<file path="config.mk">
export PLATFORM = sky130hd
export DESIGN_NAME = vga_timing_gen
export DESIGN_NICKNAME = d
export VERILOG_FILES = /design/src/rtl/vga_pkg.sv /design/src/rtl/sync_delay_line.sv /design/src/rtl/vga_timing_gen.sv
export SDC_FILE = /design/constraint.sdc
export NUM_CORES = 1
export LEC_CHECK = 0
export ABC_AREA = 1
export CAP_MARGIN = 20
export CORE_ASPECT_RATIO = 1.2
export CORE_MARGIN = 2
export CORE_UTILIZATION = 36
export CTS_BUF_LIST = sky130_fd_sc_hd__clkbuf_16
export DETAILED_ROUTE_END_ITERATION = 10
export SYNTH_ARGS = -nofsm -noshare
export SYNTH_HDL_FRONTEND = slang
export SYNTH_SLANG_ARGS = --single-unit
</file>
<file path="constraint.sdc">
create_clock -name Pclk -period 6 [get_ports Pclk]
set_input_delay 1.2 -clock Pclk [delete_from_list [all_inputs] [get_ports Pclk]]
set_output_delay 1.2 -clock Pclk [all_outputs]
set_load 0.01 [all_outputs]
</file>
<file path="src/rtl/vga_pkg.sv">
// vga_pkg: shared raster constants and decode helper for the VGA timing generator.
//   COORD_W           width of the xx/yy coordinate bus
//   VGA_*             640x480 @ 60 Hz timing (pixels / lines)
//   raster_flags_t    per-pixel flag bundle (sync levels, active, strobes)
//   raster_decode()   maps a coordinate to its raster flags
package vga_pkg;

    localparam int unsigned COORD_W = 10;

    localparam int unsigned VGA_H_ACTIVE = 640;
    localparam int unsigned VGA_H_FP     = 16;
    localparam int unsigned VGA_H_SYNC   = 96;
    localparam int unsigned VGA_H_BP     = 48;
    localparam int unsigned VGA_V_ACTIVE = 480;
    localparam int unsigned VGA_V_FP     = 10;
    localparam int unsigned VGA_V_SYNC   = 2;
    localparam int unsigned VGA_V_BP     = 33;

    localparam int unsigned VGA_H_TOTAL = VGA_H_ACTIVE + VGA_H_FP + VGA_H_SYNC + VGA_H_BP;
    localparam int unsigned VGA_V_TOTAL = VGA_V_ACTIVE + VGA_V_FP + VGA_V_SYNC + VGA_V_BP;

    typedef logic [COORD_W-1:0] coord_t;

    typedef struct packed {
        logic hsync_n;
        logic vsync_n;
        logic active;
        logic frame_start;
        logic animate;
    } raster_flags_t;

    // Flags of the last pixel of a frame, which is where reset parks the raster.
    localparam raster_flags_t FLAGS_RESET = '{
        hsync_n:     1'b1,
        vsync_n:     1'b1,
        active:      1'b0,
        frame_start: 1'b0,
        animate:     1'b0
    };

    function automatic raster_flags_t raster_decode(
        input coord_t x,
        input coord_t y,
        input coord_t h_act,
        input coord_t hs_first,
        input coord_t hs_last,
        input coord_t v_act,
        input coord_t vs_first,
        input coord_t vs_last
    );
        raster_flags_t f;
        f.hsync_n     = !((x >= hs_first) && (x <= hs_last));
        f.vsync_n     = !((y >= vs_first) && (y <= vs_last));
        f.active      = (x < h_act) && (y < v_act);
        f.frame_start = (x == '0) && (y == '0);
        f.animate     = (x == '0) && (y == v_act);
        return f;
    endfunction

endpackage

</file>
<file path="src/rtl/sync_delay_line.sv">
// sync_delay_line: DEPTH-stage shift register with a configurable reset value.
//   clk_i   clock
//   rst_ni  asynchronous active-low reset, loads every stage with RST_VAL
//   d_i     input bit
//   q_o     d_i delayed by DEPTH cycles (combinational pass-through when DEPTH=0)
module sync_delay_line #(
    parameter int unsigned DEPTH   = 1,
    parameter logic        RST_VAL = 1'b0
) (
    input  logic clk_i,
    input  logic rst_ni,
    input  logic d_i,
    output logic q_o
);

    if (DEPTH == 0) begin : g_bypass
        logic unused_clk_rst;
        assign unused_clk_rst = ^{clk_i, rst_ni};
        assign q_o = d_i;
    end else begin : g_shift
        logic [DEPTH-1:0] sr_q;

        always_ff @(posedge clk_i or negedge rst_ni) begin
            if (!rst_ni) begin
                sr_q <= {DEPTH{RST_VAL}};
            end else begin
                sr_q[0] <= d_i;
                for (int unsigned i = 1; i < DEPTH; i++) begin
                    sr_q[i] <= sr_q[i-1];
                end
            end
        end

        assign q_o = sr_q[DEPTH-1];
    end

endmodule

</file>
<file path="src/rtl/vga_timing_gen.sv">
// vga_timing_gen: VGA raster timing from the pixel clock.
//   Pclk, rst_n                     pixel clock, async active-low reset
//   xx, yy                          current pixel coordinate (counter registers)
//   aactive, hsync, vsync           decode of xx/yy, same-cycle aligned (syncs active-low)
//   frame_start, animate            one-cycle strobes at (0,0) and (0,V_ACTIVE)
//   frame_cnt                       frames started since reset, 16-bit wrapping
//   hsync_d, vsync_d, aactive_d     hsync/vsync/aactive delayed SYNC_DELAY cycles
module vga_timing_gen
    import vga_pkg::*;
#(
    parameter int unsigned H_ACTIVE   = VGA_H_ACTIVE,
    parameter int unsigned H_FP       = VGA_H_FP,
    parameter int unsigned H_SYNC     = VGA_H_SYNC,
    parameter int unsigned H_BP       = VGA_H_BP,
    parameter int unsigned V_ACTIVE   = VGA_V_ACTIVE,
    parameter int unsigned V_FP       = VGA_V_FP,
    parameter int unsigned V_SYNC     = VGA_V_SYNC,
    parameter int unsigned V_BP       = VGA_V_BP,
    parameter int unsigned SYNC_DELAY = 1
) (
    input  logic               Pclk,
    input  logic               rst_n,
    output logic [COORD_W-1:0] xx,
    output logic [COORD_W-1:0] yy,
    output logic               aactive,
    output logic               hsync,
    output logic               vsync,
    output logic               frame_start,
    output logic               animate,
    output logic [15:0]        frame_cnt,
    output logic               hsync_d,
    output logic               vsync_d,
    output logic               aactive_d
);

    localparam int unsigned H_TOTAL = H_ACTIVE + H_FP + H_SYNC + H_BP;
    localparam int unsigned V_TOTAL = V_ACTIVE + V_FP + V_SYNC + V_BP;

    localparam coord_t H_LAST   = coord_t'(H_TOTAL - 1);
    localparam coord_t V_LAST   = coord_t'(V_TOTAL - 1);
    localparam coord_t H_ACT_C  = coord_t'(H_ACTIVE);
    localparam coord_t V_ACT_C  = coord_t'(V_ACTIVE);
    localparam coord_t HS_FIRST = coord_t'(H_ACTIVE + H_FP);
    localparam coord_t HS_LAST  = coord_t'(H_ACTIVE + H_FP + H_SYNC - 1);
    localparam coord_t VS_FIRST = coord_t'(V_ACTIVE + V_FP);
    localparam coord_t VS_LAST  = coord_t'(V_ACTIVE + V_FP + V_SYNC - 1);

    coord_t        h_q, h_d;
    coord_t        v_q, v_d;
    raster_flags_t flags_q, flags_d;
    logic [15:0]   frame_cnt_q;

    always_comb begin
        h_d = h_q + 1'b1;
        v_d = v_q;
        if (h_q == H_LAST) begin
            h_d = '0;
            v_d = (v_q == V_LAST) ? '0 : v_q + 1'b1;
        end
    end

    // Flags are decoded from the next coordinate so that, once registered,
    // they describe the same pixel the counters hold.
    always_comb begin
        flags_d = raster_decode(h_d, v_d, H_ACT_C, HS_FIRST, HS_LAST,
                                V_ACT_C, VS_FIRST, VS_LAST);
    end

    // Reset parks the raster on the last pixel, so the first edge lands on (0,0).
    always_ff @(posedge Pclk or negedge rst_n) begin
        if (!rst_n) begin
            h_q         <= H_LAST;
            v_q         <= V_LAST;
            flags_q     <= FLAGS_RESET;
            frame_cnt_q <= '0;
        end else begin
            h_q     <= h_d;
            v_q     <= v_d;
            flags_q <= flags_d;
            if (flags_d.frame_start) begin
                frame_cnt_q <= frame_cnt_q + 1'b1;
            end
        end
    end

    assign xx          = h_q;
    assign yy          = v_q;
    assign aactive     = flags_q.active;
    assign hsync       = flags_q.hsync_n;
    assign vsync       = flags_q.vsync_n;
    assign frame_start = flags_q.frame_start;
    assign animate     = flags_q.animate;
    assign frame_cnt   = frame_cnt_q;

    sync_delay_line #(.DEPTH(SYNC_DELAY), .RST_VAL(1'b1)) u_hsync_dly (
        .clk_i  (Pclk),
        .rst_ni (rst_n),
        .d_i    (flags_q.hsync_n),
        .q_o    (hsync_d)
    );

    sync_delay_line #(.DEPTH(SYNC_DELAY), .RST_VAL(1'b1)) u_vsync_dly (
        .clk_i  (Pclk),
        .rst_ni (rst_n),
        .d_i    (flags_q.vsync_n),
        .q_o    (vsync_d)
    );

    sync_delay_line #(.DEPTH(SYNC_DELAY), .RST_VAL(1'b0)) u_active_dly (
        .clk_i  (Pclk),
        .rst_ni (rst_n),
        .d_i    (flags_q.active),
        .q_o    (aactive_d)
    );

endmodule
</file>
After elaboration in Yosys (flattened, before gate mapping)
Cells that the tools add are included.

Add/subtract/negate cells: 3. Magnitude comparators: 6. Eq/ne operators: 3. Muxes and demuxes: 3. Reductions and logical operators: 9.

Operators with widths (count): $mux 10 (3); $add 10x1->10 const B (2); $eq 10x10->1 const B (2); $logic_not 10->1 (2); $add 16x1->16 const B (1); $eq 10x9->1 const B (1); $ge 10x10->1 const B (1); $ge 10x9->1 const B (1); $le 10x10->1 const B (1); $le 10x9->1 const B (1); $lt 10x10->1 const B (1); $lt 10x9->1 const B (1); $logic_and 1x1->1 (5); $logic_not 1->1 (2).

Flip-flop bits (word level): 44. Bits of input ports: 2. Output and inout port bits: 44. Logic and storage cells: 35.

Depth between registers and ports, before layout
Depth in word-level cells: 6. Gate-level depth with buffers: 15. Depth with buffers taken out: 13.

Cells and area by module
Synthesis repeated with hierarchy kept, for this count alone.

Cells, all modules: 346. Area total of the unflattened synthesis: 2743.9 um2.

Modules (own cells, without submodules): vga_timing_gen (instances 1, cells each 343, area each 2666.3 um2, sequential area each 1041.0 um2); sync_delay_line at u_hsync_dly ... (instances 2, cells each 1, area each 26.3 um2, sequential area each 26.3 um2); sync_delay_line at u_active_dly (instances 1, cells each 1, area each 25.0 um2, sequential area each 25.0 um2).

Worst setup path after synthesis
OpenSTA, ideal clock, no wires.

Path kind: reg2reg. Start point: register h_q[0] (netlist: xx[0]). End point: register frame_cnt_q[11] (netlist: frame_cnt[11]). Library setup time: 0.117 ns. Arrival: 2.039 ns. Data required time: 5.883 ns. Slack: 3.844 ns. Stages on the path, launching flop included: 15. Path buffers: 2. Clock period less this slack: 2.156 ns. Cell sequence: dfstp_2 > ha_1 > nand2_2 > nor2_4 > nand3_4 > buf_6 > nand3_2 > nand2_1 > nor2_1 > nand2_1 > nor2_8 > nand3_4 > buf_6 > nand2_1 > nand2_1.

Word-level cells in the longest chain between the ends: 4. Elaborated cells between the ends (all ways): 7. Those cells by class: add/sub (1); eq/ne (1); mux (2); reduce/logical (3).

Ends and longest elaborated chain: start: declaration (line vga_timing_gen.sv:48) `coord_t h_q, h_d;`; start signal: assignment (line vga_timing_gen.sv:72) `h_q <= H_LAST;`; start signal: assignment (line vga_timing_gen.sv:77) `h_q <= h_d;`; $add 10x1->10 or $eq 10x10->1 (tied branches) (line vga_timing_gen.sv:54, vga_timing_gen.sv:56); $mux 10 (line vga_timing_gen.sv:56) `if (h_q == H_LAST) begin`; $logic_not 10->1 (line vga_pkg.sv:55) `f.frame_start = (x == '0) && (y == '0);`; $logic_and 1x1->1 * (line vga_pkg.sv:55); end signal: assignment (line vga_timing_gen.sv:81) `frame_cnt_q <= frame_cnt_q + 1'b1;`; end: declaration (line vga_timing_gen.sv:51) `logic [15:0] frame_cnt_q;`.

Mark *: on every way between the ends. The rest lies on a longest branch, timed or not. A chain may end at the register's enable or synchronous reset.

Worst setup path in the final report
Start point: register h_q[0] (netlist: xx[0]). End point: register frame_cnt_q[15] (netlist: frame_cnt[15]).

The elaborated chain is that of the path after synthesis.

==> results.py <==
metrics = {
    "outcome": {
        "outcome": "finished, final reports clean",
    },
    "clocking": {
        "clockBufferDepth": 2,
        "post_cts.resized_instances": 0,
        "tritoncts": "yes",
        "cts_post_setup_buffers_inserted": 0,
        "ctsHoldBuffers": 0,
        "cts-htree-levels": 2,
        "cts_made_buffers": 5,
        "clk_pin_slew_worst_paths_ps": 60,
        "clock_insertion_delay_worst_skew_ps": 280,
        "clock_sink_count": 44,
        "clockRootBuffer": "sky130_fd_sc_hd__clkbuf_16",
    },
    "timing": {
        "fin_skew_ps": 6.934,
        "timing.final.hold_violations": 0,
        "clock.fmax_ghz": 0.3619,
        "worst_hold_slack_across_all_endpoints_ps": 365.7,
        "worst_slew_pin_slew_ps": 763.4,
        "timing.final.setup_violations": 0,
        "final-max-slew-violation-count": 0,
        "slew_headroom_pct": 48.92,
        "fin_crit_sh_pct": 46.05,
        "fin_ws_ps": 3237,
        "rsz0062_at_grt": "no",
        "finalCriticalPeriod_ps": 2763,
        "setup-tns-final_ps": 0,
    },
    "cells_and_area": {
        "sequential_cell_area_sq_um": 1119,
        "final_design_area_no_fill_sq_um": 3361,
        "layout-drive-gt1-share_pct": 14.03,
        "synthToLayoutAreaGrowth_pct": 24.64,
        "num-fill-cells": 734,
        "final_nets": 398,
        "finish.utilization_pct": 46.20,
        "layoutNonFillerInstCount": 482,
        "area_used_by_multi_input_combinational_logic_sq_um": 1334,
        "antenna-diode-count": 0,
    },
    "routing": {
        "drt_first_pass_iters": 4,
        "route.detailed.vias_per_inst": 4.836,
        "routed-via-count": 2331,
        "drc": 0,
        "ant_nets": 0,
        "routedWlPerCell_microns": 12.41,
        "postRouteWirelength_microns": 5984,
        "first_iter_violations": 65,
    },
    "die": {
        "dieWidth_microns": 83.01,
        "initial_utilization_pct": 37.07,
        "std_cell_rows": 34,
        "floorplan.die.height_microns": 98.81,
        "placeableCoreArea_sq_um": 7274,
        "die_area_sq_um": 8201,
        "number_of_placed_i_o_pins": 46,
    },
    "logic_synthesis": {
        "synthesis.area_sq_um": 2696,
        "yosys.area.top_type_share_pct": 27.84,
        "postSynthAreaPerCell_sq_um": 7.793,
        "netlist_top_cells_area": "sky130_fd_sc_hd__dfrtp_1 (28%), sky130_fd_sc_hd__dfstp_2 (14%), sky130_fd_sc_hd__nand2_1 (13%), sky130_fd_sc_hd__inv_1 (6.4%), sky130_fd_sc_hd__nand4_1 (6.0%)",
        "syn_inst": 346,
        "synth_top_cell_by_area": "sky130_fd_sc_hd__dfrtp_1",
        "yosysWarningCount": 0,
        "postSynthNetCount": 353,
        "synthesis_stage_register_bit_count": 44,
        "synth.distinct_cells": 31,
        "seq_area_frac_synth_pct": 41.48,
    },
    "power": {
        "power_frac_comb_pct": 1.4,
        "p_total_uw": 566.0,
        "power.leakage_nw": 1.581,
        "peakVddDrop_uv": 127.7,
        "share_clk_of_total_power_pct": 46.1,
        "p_sw_uw": 115.5,
        "power.sequential.fraction_pct": 52.5,
        "power_density_nw_per_um2": 168.4,
        "p_int_uw": 450.5,
        "power_switching_share_pct": 20.40,
    },
    "placement": {
        "pre_cts_slack_ps": 3266,
        "numPlacedInstances": 473,
        "globalplace.congestion": 0.8495,
        "dpl.hpwl_microns": 4381,
        "placedInstanceArea_sq_um": 3194,
        "placement.io_buffers": 45,
    },
    "global_route": {
        "initial_antenna_violation_count": 0,
        "grt_usage_pct": 15.12,
        "grt_max_degree": 45,
        "grt_first_pass_wirelength_microns": 10390,
        "grt_remaining_overflow": 0,
        "first_global_vias": 2225,
    },
    "critical_path": {
        "category_of_the_critical_setup_timing_path": "reg -> reg",
        "biggest_fanout_along_the_worst_timing_path": 17,
        "critPathRequiredTime_ps": 6170,
        "startpoint_type": "flip-flop",
        "cp_data_arrival_time_ps": 2930,
        "timing.critical_path.to_type": "flip-flop",
    },
    "min_path": {
        "worstHoldPathType": "reg -> reg",
    },
    "job": {
        "cap_viol_max_count": 0,
    },
}
-- registers in the layout (all words and copies together) (netlist names) --
register / count
u_vsync_dly.q_o: 1
hsync: 1
xx: 10
yy: 10
aactive: 1
vsync: 1
frame_start: 1
frame_cnt: 16
u_hsync_dly.q_o: 1
u_active_dly.q_o: 1
animate: 1
-- final timing paths --
check | startpoint | end | slack [ps] | cells after the start
setup reg to reg | xx[0] | frame_cnt[15] | 3240 | 10
setup / recovery | xx[0] | frame_cnt[15] | 3240 | 10
hold / removal | hsync | u_hsync_dly.q_o | 370 | 0
min in group asynchronous | rst_n | yy[6] | 890 | 1
hold reg to reg | hsync | u_hsync_dly.q_o | 370 | 0
max in group asynchronous | rst_n | xx[3] | 4560 | 2
-- critical path, stage by stage (launching register included) --
cell	delay (ps)
sky130_fd_sc_hd__dfstp_2	560
sky130_fd_sc_hd__ha_1	210
sky130_fd_sc_hd__nand4_1	130
sky130_fd_sc_hd__nor2_1	620
sky130_fd_sc_hd__nand4_1	170
sky130_fd_sc_hd__nand3b_1	200
sky130_fd_sc_hd__nand2_1	80
sky130_fd_sc_hd__inv_2	260
sky130_fd_sc_hd__nand3_4	250
sky130_fd_sc_hd__nand2_1	120
sky130_fd_sc_hd__nand2_1	50
-- layout make-up --
class	instances	share of cell area (%)
clock buffer	5	3.723
multi-input combinational	245	39.69
inverter	49	5.473
clock inverter	3	0.4095
tap	90	3.351
timing repair buffer	46	14.07
sequential	44	33.28
-- cell usage in the layout, fill, tap and decap left out, types with 4 or more instances in the layout --
master	instances
sky130_fd_sc_hd__clkbuf_16	5
sky130_fd_sc_hd__clkdlybuf4s50_1	44
sky130_fd_sc_hd__dfrtp_1	30
sky130_fd_sc_hd__dfstp_2	14
sky130_fd_sc_hd__ha_1	5
sky130_fd_sc_hd__inv_1	46
sky130_fd_sc_hd__nand2_1	94
sky130_fd_sc_hd__nand2_2	14
sky130_fd_sc_hd__nand3_1	26
sky130_fd_sc_hd__nand4_1	26
sky130_fd_sc_hd__nor2_1	28
sky130_fd_sc_hd__nor2_2	5
sky130_fd_sc_hd__nor3_1	11
sky130_fd_sc_hd__xnor2_1	4
sky130_fd_sc_hd__xor2_1	11
-- synth_stat cells --
cell / n
sky130_fd_sc_hd__nand4_1: 26
sky130_fd_sc_hd__buf_6: 2
sky130_fd_sc_hd__xnor2_1: 4
sky130_fd_sc_hd__nand3_2: 3
sky130_fd_sc_hd__nor2_1: 28
sky130_fd_sc_hd__xor2_1: 11
sky130_fd_sc_hd__nand2_2: 14
sky130_fd_sc_hd__nand2_1: 94
sky130_fd_sc_hd__ha_1: 5
sky130_fd_sc_hd__nor2_4: 1
sky130_fd_sc_hd__nor4_1: 1
sky130_fd_sc_hd__o21ai_0: 2
sky130_fd_sc_hd__inv_1: 46
sky130_fd_sc_hd__nand3_4: 2
sky130_fd_sc_hd__buf_2: 2
sky130_fd_sc_hd__nor2_2: 5
sky130_fd_sc_hd__clkbuf_2: 1
sky130_fd_sc_hd__nand3b_1: 2
sky130_fd_sc_hd__nand4_4: 1
sky130_fd_sc_hd__o21bai_1: 3
sky130_fd_sc_hd__inv_2: 3
sky130_fd_sc_hd__or2_2: 1
sky130_fd_sc_hd__nor2_8: 2
sky130_fd_sc_hd__nor3_1: 11
sky130_fd_sc_hd__o211ai_1: 1
sky130_fd_sc_hd__o21ai_1: 1
sky130_fd_sc_hd__a21oi_1: 1
sky130_fd_sc_hd__dfstp_2: 14
sky130_fd_sc_hd__buf_4: 3
sky130_fd_sc_hd__nand3_1: 26
sky130_fd_sc_hd__dfrtp_1: 30
-- power by group through the flow --
stage | sequential, mW | combinational (mW) | clock, mW
after floorplan | 0.302 | 0.000000825 | 0
after global placement | 0.302 | 0.00626 | 0
after detailed placement | 0.302 | 0.00638 | 0
after CTS | 0.297 | 0.00635 | 0.271
after global routing | 0.297 | 0.00940 | 0.284
final | 0.297 | 0.00796 | 0.261
-- per-layer routing --
metal  vias to the layer above  routed length (microns)  GRT usage, %
met4                         0                       76         4.161
met3                         5                      196         2.680
met2                        36                     3019         26.67
met1                      1088                     2691         19.07
li1                       1202                        -             -
met5                         -                        0             0
-- cells by family (layout without fill, tap and decap cells) --
logic type / count (synthesis) / after routing / share of synthesized area (%)
flip-flops: 44 / 44 / 41.48
buffers and inverters: 57 / 103 / 9.049
AO/OA/AOI/OAI: 8 / 8 / 1.856
XOR/XNOR: 15 / 15 / 4.872
adder cells (fa/ha/maj): 5 / 5 / 2.320
AND/OR/NAND/NOR: 217 / 217 / 40.42
Note: power is estimated with default switching activity, not from simulation.
